`src/rtl/acc_su8_pkg.sv`:
```
// Shared types and constants for the signed-by-unsigned product accumulator.
package acc_su8_pkg;

  typedef enum logic [1:0] {
    IDLE  = 2'd0,
    ACCUM = 2'd1,
    DONE  = 2'd2
  } state_e;

  localparam int ACC_W_DEF = 16;
  localparam int LEN_W_DEF = 4;
  localparam int PROD_W    = 8;

endpackage

```
`src/rtl/sat_add.sv`:
```
// Signed saturating add of a sign-extended 8-bit product onto the accumulator.
module sat_add
  import acc_su8_pkg::*;
#(
  parameter int ACC_W = ACC_W_DEF
) (
  input  logic [ACC_W-1:0]  acc_i,
  input  logic [PROD_W-1:0] op_i,
  output logic [ACC_W-1:0]  sum_o,
  output logic              sat_o
);

  logic [ACC_W:0] wide;

  // One guard bit catches overflow; clamp to the signed extreme on overflow.
  always_comb begin
    wide  = {acc_i[ACC_W-1], acc_i} + {{(ACC_W + 1 - PROD_W){op_i[PROD_W-1]}}, op_i};
    sat_o = wide[ACC_W] ^ wide[ACC_W-1];
    if (sat_o) begin
      sum_o = wide[ACC_W] ? {1'b1, {(ACC_W-1){1'b0}}} : {1'b0, {(ACC_W-1){1'b1}}};
    end else begin
      sum_o = wide[ACC_W-1:0];
    end
  end

endmodule

```
`src/rtl/acc_su8.sv`:
```
// Vector accumulator: sums a run of signed 8-bit products with saturation and
// hands the result off through a valid/ready output.
module acc_su8
  import acc_su8_pkg::*;
#(
  parameter int ACC_W = ACC_W_DEF,
  parameter int LEN_W = LEN_W_DEF
) (
  input  logic              clk,
  input  logic              rst,
  input  logic              start,
  input  logic [LEN_W-1:0]  len_m1,
  input  logic              in_valid,
  output logic              in_ready,
  input  logic [PROD_W-1:0] prod,
  output logic              out_valid,
  input  logic              out_ready,
  output logic [ACC_W-1:0]  acc_out,
  output logic              ovf,
  output logic              busy
);

  state_e             state_q;
  logic [ACC_W-1:0]   acc_q;
  logic [ACC_W-1:0]   acc_d;
  logic [LEN_W-1:0]   cnt_q;
  logic [LEN_W-1:0]   len_q;
  logic               ovf_q;
  logic               sat_d;

  sat_add #(.ACC_W(ACC_W)) u_sat_add (
    .acc_i (acc_q),
    .op_i  (prod),
    .sum_o (acc_d),
    .sat_o (sat_d)
  );

  // Control FSM plus accumulator, beat counter, latched length and sticky ovf.
  always_ff @(posedge clk or posedge rst) begin
    if (rst) begin
      state_q <= IDLE;
      acc_q   <= '0;
      cnt_q   <= '0;
      len_q   <= '0;
      ovf_q   <= 1'b0;
    end else begin
      case (state_q)
        IDLE: begin
          if (start) begin
            len_q   <= len_m1;
            acc_q   <= '0;
            cnt_q   <= '0;
            ovf_q   <= 1'b0;
            state_q <= ACCUM;
          end
        end
        ACCUM: begin
          if (in_valid) begin
            acc_q <= acc_d;
            if (sat_d) begin
              ovf_q <= 1'b1;
            end
            if (cnt_q == len_q) begin
              state_q <= DONE;
            end else begin
              cnt_q <= cnt_q + LEN_W'(1);
            end
          end
        end
        DONE: begin
          if (out_ready) begin
            state_q <= IDLE;
          end
        end
        default: state_q <= IDLE;
      endcase
    end
  end

  assign in_ready  = (state_q == ACCUM);
  assign out_valid = (state_q == DONE);
  assign busy      = (state_q != IDLE);
  assign acc_out   = acc_q;
  assign ovf       = ovf_q;

endmodule
```
`config.mk`:
```
export PLATFORM = sky130hd
export DESIGN_NAME = acc_su8
export DESIGN_NICKNAME = d
export VERILOG_FILES = /design/src/rtl/acc_su8_pkg.sv /design/src/rtl/sat_add.sv /design/src/rtl/acc_su8.sv
export SDC_FILE = /design/constraint.sdc
export NUM_CORES = 1
export LEC_CHECK = 0
export BUFFER_PORTS_ARGS = -buffer_cell sky130_fd_sc_hd__buf_2
export CAP_MARGIN = 20
export CORE_MARGIN = 4
export CORE_UTILIZATION = 45
export DETAILED_ROUTE_END_ITERATION = 8
export PLACE_DENSITY = 0.67
export SYNTH_ARGS = -nofsm -noshare
export SYNTH_HDL_FRONTEND = slang
export SYNTH_SLANG_ARGS = --single-unit
```
`constraint.sdc`:
```
create_clock -name clk -period 2.8 [get_ports clk]
set_input_delay 0 -clock clk [delete_from_list [all_inputs] [get_ports clk]]
set_output_delay 0 -clock clk [all_outputs]
set_load 0.02 [all_outputs]
```
==> impl_results.md <==
- CTS tree: done
- Largest area contributor in the netlist: dfrtp_1
- Final hold vios: 0
- Critical-path cell list: ha_1 -> fa_1 -> a211oi_4 -> nor4b_4 -> a211oi_4 -> o21ai_4 -> o31ai_2 -> buf_4 -> o21ai_0
- Critical Path Source Type: register
- Initial antenna violation count: 0
- Cell Area, Placed: 2290 µm²
- Starting Density: between 40% and 50%
- CTS Buf Count: 3
- CTS H-tree lvls: 1
- Yosys cell types: 52
- Vias per inst: approximately 5.4
- 1st-pass router iterations: 4
- Rows: 24
- CP Capture Type: register
- Min Tclk post-route: roughly 2.6 ns
- Hold Path Origin: in_valid
- Asr flop ratio synth: between 90% and 100%
- Worst-path clk slew: ~0.10 ns
- Port bufs: 36
- Tightest Hold Check Type: in2reg
- Register area share after synthesis: around 33%
- P_leak: around 1.2 nW
- Synth Area in Compound Gates: between 20% and 30%
- Worst-margin pin slew: between 0.6 and 0.7 ns
- Starting DRT DRC Count: between 100 and 150
- Synth Register Bits: 27
- Synth Flop Type: dfrtp_1
- Post-synthesis xor/xnor area fraction: under 10%
- Post-Synth Adder-Cell Area: approximately 11%
- Largest cells by area after synthesis: dfrtp_1, ha_1, nand2_1
- Final Max Slew Viols: 0
- Top Ports: 37
- Die Span Y: between 70 and 80 µm
- Final setup margin: 0.184 ns
- Hold slack: 0.0369 ns
- Max-Cap Viols: 0
- Largest net degree at the start of global routing: 28
- Layout cell share with drive strength beyond 1: 23.8%
- Worst path bufs/invs: 1
- Total grt overflow: 0
- Post-Synth Simple-Gate Area: between 10% and 20%
- Gpl congestion: 0.863
- Mapped Nets: 261
- Hold Crit Endpoint: state_q[0]
- Syn avg cell area: approximately 9 µm²
- Ratio of final minimum period to clock period: ~93%
- Outcome: finished clean
- Slew margin rel.: 58.5%
- Max Freq: around 0.38 GHz
- Post-synthesis mux area share: under 10%
- Die width: roughly 75 µm
- DR vias: roughly 1.7k
- Global-route wire length before repair: ~7900 µm
- Drt total wl: 4700 µm
- Core area: 4380 µm²
- Diode count: 0
- Clk_lat worst skew: between 0.2 and 0.3 ns
- Clk sinks: 27
- Combinational family with the most area after synthesis: compound AO/OA/AOI/OAI gates
- Vias in the first global route: 1,665
- Fin area: 2430 µm²
- R2R setup slack: 0.18 ns
- CTS root buffer: clkbuf_8
- PwrDens: approximately 1200 nW/µm²
- Kind of critical path: reg2reg
- RSZ-0062 raised after global routing: false
- Die ar.: about 5700 µm²
- All-layer global routing usage: between 10% and 20%
- FILL cells: between 400 and 500
- P&R area growth vs syn: 19.3%
- DP HPWL: roughly 3500 µm
- CP required: between 2 and 3 ns
- Wirelength per Cell: about 14 µm
- Number of flops mapped to enable cells by yosys: 0
- Mapped Cells: about 230
- Hold Path Depth: 3
- Worst vdd ir: about 0.00055 V
- R2r startpoint: acc_out[0]
- Slowest CP cell: fa_1
- R2R depth: 9
- Final net count: around 310
- Cell Area, Synth: 2040 µm²
- ANT nets after route: 0
- Synth warnings: 0
- DRC errors left: 0
- Worst EP arrival: 2.79 ns
- Endpoints failing setup: 0
- Setup TNS: 0 ns
- Slowest stage delay, CP: between 0.4 and 0.5 ns
- Post-CTS Setup Inserts: 0
- Clock buffer depth: 2
- Family with the most delay on the worst path: compound AO/OA/AOI/OAI gates
- Yosys top cell area share: roughly a third
- Skew final: between 0.007 and 0.008 ns
- Worst reg2reg path endpoint: acc_out[8]
- Max FO, Critical Path: 9
- Most used cell, CP: a211oi_4
- Setup Slack @ Placement: 0.131 ns
==> registers in the layout (all words and copies together) (netlist names) <==
| signal | count |
|---|---|
| len_q | 4 |
| acc_out | 16 |
| ovf | 1 |
| state_q | 2 |
| cnt_q | 4 |
==> layer usage <==
| layer | up-vias | track usage [%] | routed length (µm) |
|---|---|---|---|
| met2 | 42 | 27.3 | 2110 |
| met5 | - | 0 | 0 |
| met3 | 4 | 2.24 | 197 |
| met4 | 0 | 4.66 | 42 |
| li1 | 903 | - | - |
| met1 | 797 | 26.9 | 2350 |
==> how the worst max path moves through the flow <==
stage                     slack (ns)          to       start  depth (start not counted)
after floorplan                 0.14  acc_out[8]  acc_out[0]                          9
after global placement          0.23  acc_out[8]  acc_out[0]                          9
after detailed placement        0.13  acc_out[8]  acc_out[0]                          9
after CTS                       0.10  acc_out[8]  acc_out[0]                          9
after global routing            0.05  acc_out[8]  acc_out[0]                          9
final                           0.18  acc_out[8]  acc_out[0]                          9
==> through the flow <==
step	total power (W)	cells	utilization [%]
global route	0.00332	325	55.5
floorplan	0.00227	226	-
CTS	0.00301	323	54.5
detailed placement	0.00276	314	52.2
finish	0.00302	325	55.5
global placement	0.00274	314	52.2
==> kinds of logic (layout without fill, tap and decap cells) <==
| kind of cell | Yosys count | in the layout |
|---|---|---|
| DFF | 27 | 27 |
| muxes | 6 | 6 |
| buffers and inverters | 13 | 60 |
| xor gates and xnor gates | 15 | 15 |
| adders and majority gates | 18 | 18 |
| AOI/OAI and AO/OA | 71 | 71 |
| and+or+nand+nor | 76 | 76 |
==> layout by cell type (no fill, tap or decap), drive strengths merged, types with 2 or more instances in the layout <==
cell type / netlist / layout
and2: 3 / 3
a31oi: 3 / 3
nand2: 28 / 28
or2: 2 / 2
clkbuf: 2 / 3
a211oi: 4 / 4
nor2: 23 / 23
inv: 6 / 6
dfrtp: 27 / 27
xor2: 9 / 9
o31ai: 3 / 3
nor3: 2 / 2
a21oi: 17 / 17
and3: 2 / 2
and4: 2 / 2
ha: 17 / 17
nand3: 3 / 3
mux2: 5 / 5
nor2b: 3 / 3
o211ai: 2 / 2
buf: 5 / 44
o21bai: 2 / 2
o21ai: 24 / 24
dlygate4sd3: 0 / 6
a21o: 8 / 8
nor4b: 2 / 2
nand4: 2 / 2
or3: 2 / 2
xnor2: 6 / 6
==> worst register-to-register path: stages, from the launching register on <==
cell      delay [ns]
dfrtp_1         0.41
ha_1            0.22
fa_1            0.46
a211oi_4        0.31
nor4b_4         0.09
a211oi_4        0.28
o21ai_4         0.12
o31ai_2         0.30
buf_4           0.23
o21ai_0         0.10
==> cell usage after synthesis (2+ instances only) <==
| master | number |
|---|---|
| nand2_1 | 28 |
| dfrtp_1 | 27 |
| nor2_1 | 23 |
| a21oi_1 | 17 |
| ha_1 | 17 |
| o21ai_0 | 13 |
| o21ai_1 | 10 |
| xor2_1 | 9 |
| a21o_1 | 7 |
| inv_1 | 6 |
| mux2_2 | 5 |
| xnor2_1 | 5 |
| a31oi_1 | 3 |
| and2_1 | 3 |
| nand3_1 | 3 |
| nor2b_1 | 3 |
| a211oi_2 | 2 |
| and3_1 | 2 |
| buf_2 | 2 |
| buf_6 | 2 |
| clkbuf_1 | 2 |
| nand4_1 | 2 |
| nor3_1 | 2 |
| o211ai_1 | 2 |
| o21bai_1 | 2 |
| or2_2 | 2 |
| or3_1 | 2 |
==> power by group <==
group | total (W) | leakage (nW) | switching [W] | internal, W
logic | 0.00205 | 0.829 | 0.00119 | 0.000867
clock network | 0.000232 | 0.0217 | 0.000131 | 0.000101
registers | 0.000729 | 0.336 | 0.000152 | 0.000576
total | 0.00302 | 1.19 | 0.00147 | 0.00154
==> repair_timing <==
item                                   CTS  global route
setup endpoints to repair                0            11
hold buffers                             5             1
endpoints found under the hold margin    5             7
resized for setup                        0             1
==> layout make-up <==
cell class                      count  area, µm²  area share [%]
Tap cell                           52       65.1            2.67
Multi-Input combinational cell    186       1300            53.4
Inverter                            6       22.5           0.926
Timing Repair Buffer               50        320            13.2
Clock inverter                      1       7.51           0.309
Clock buffer                        3       41.3            1.70
Sequential cell                    27        676            27.8
(Power assumes the default switching activity.)
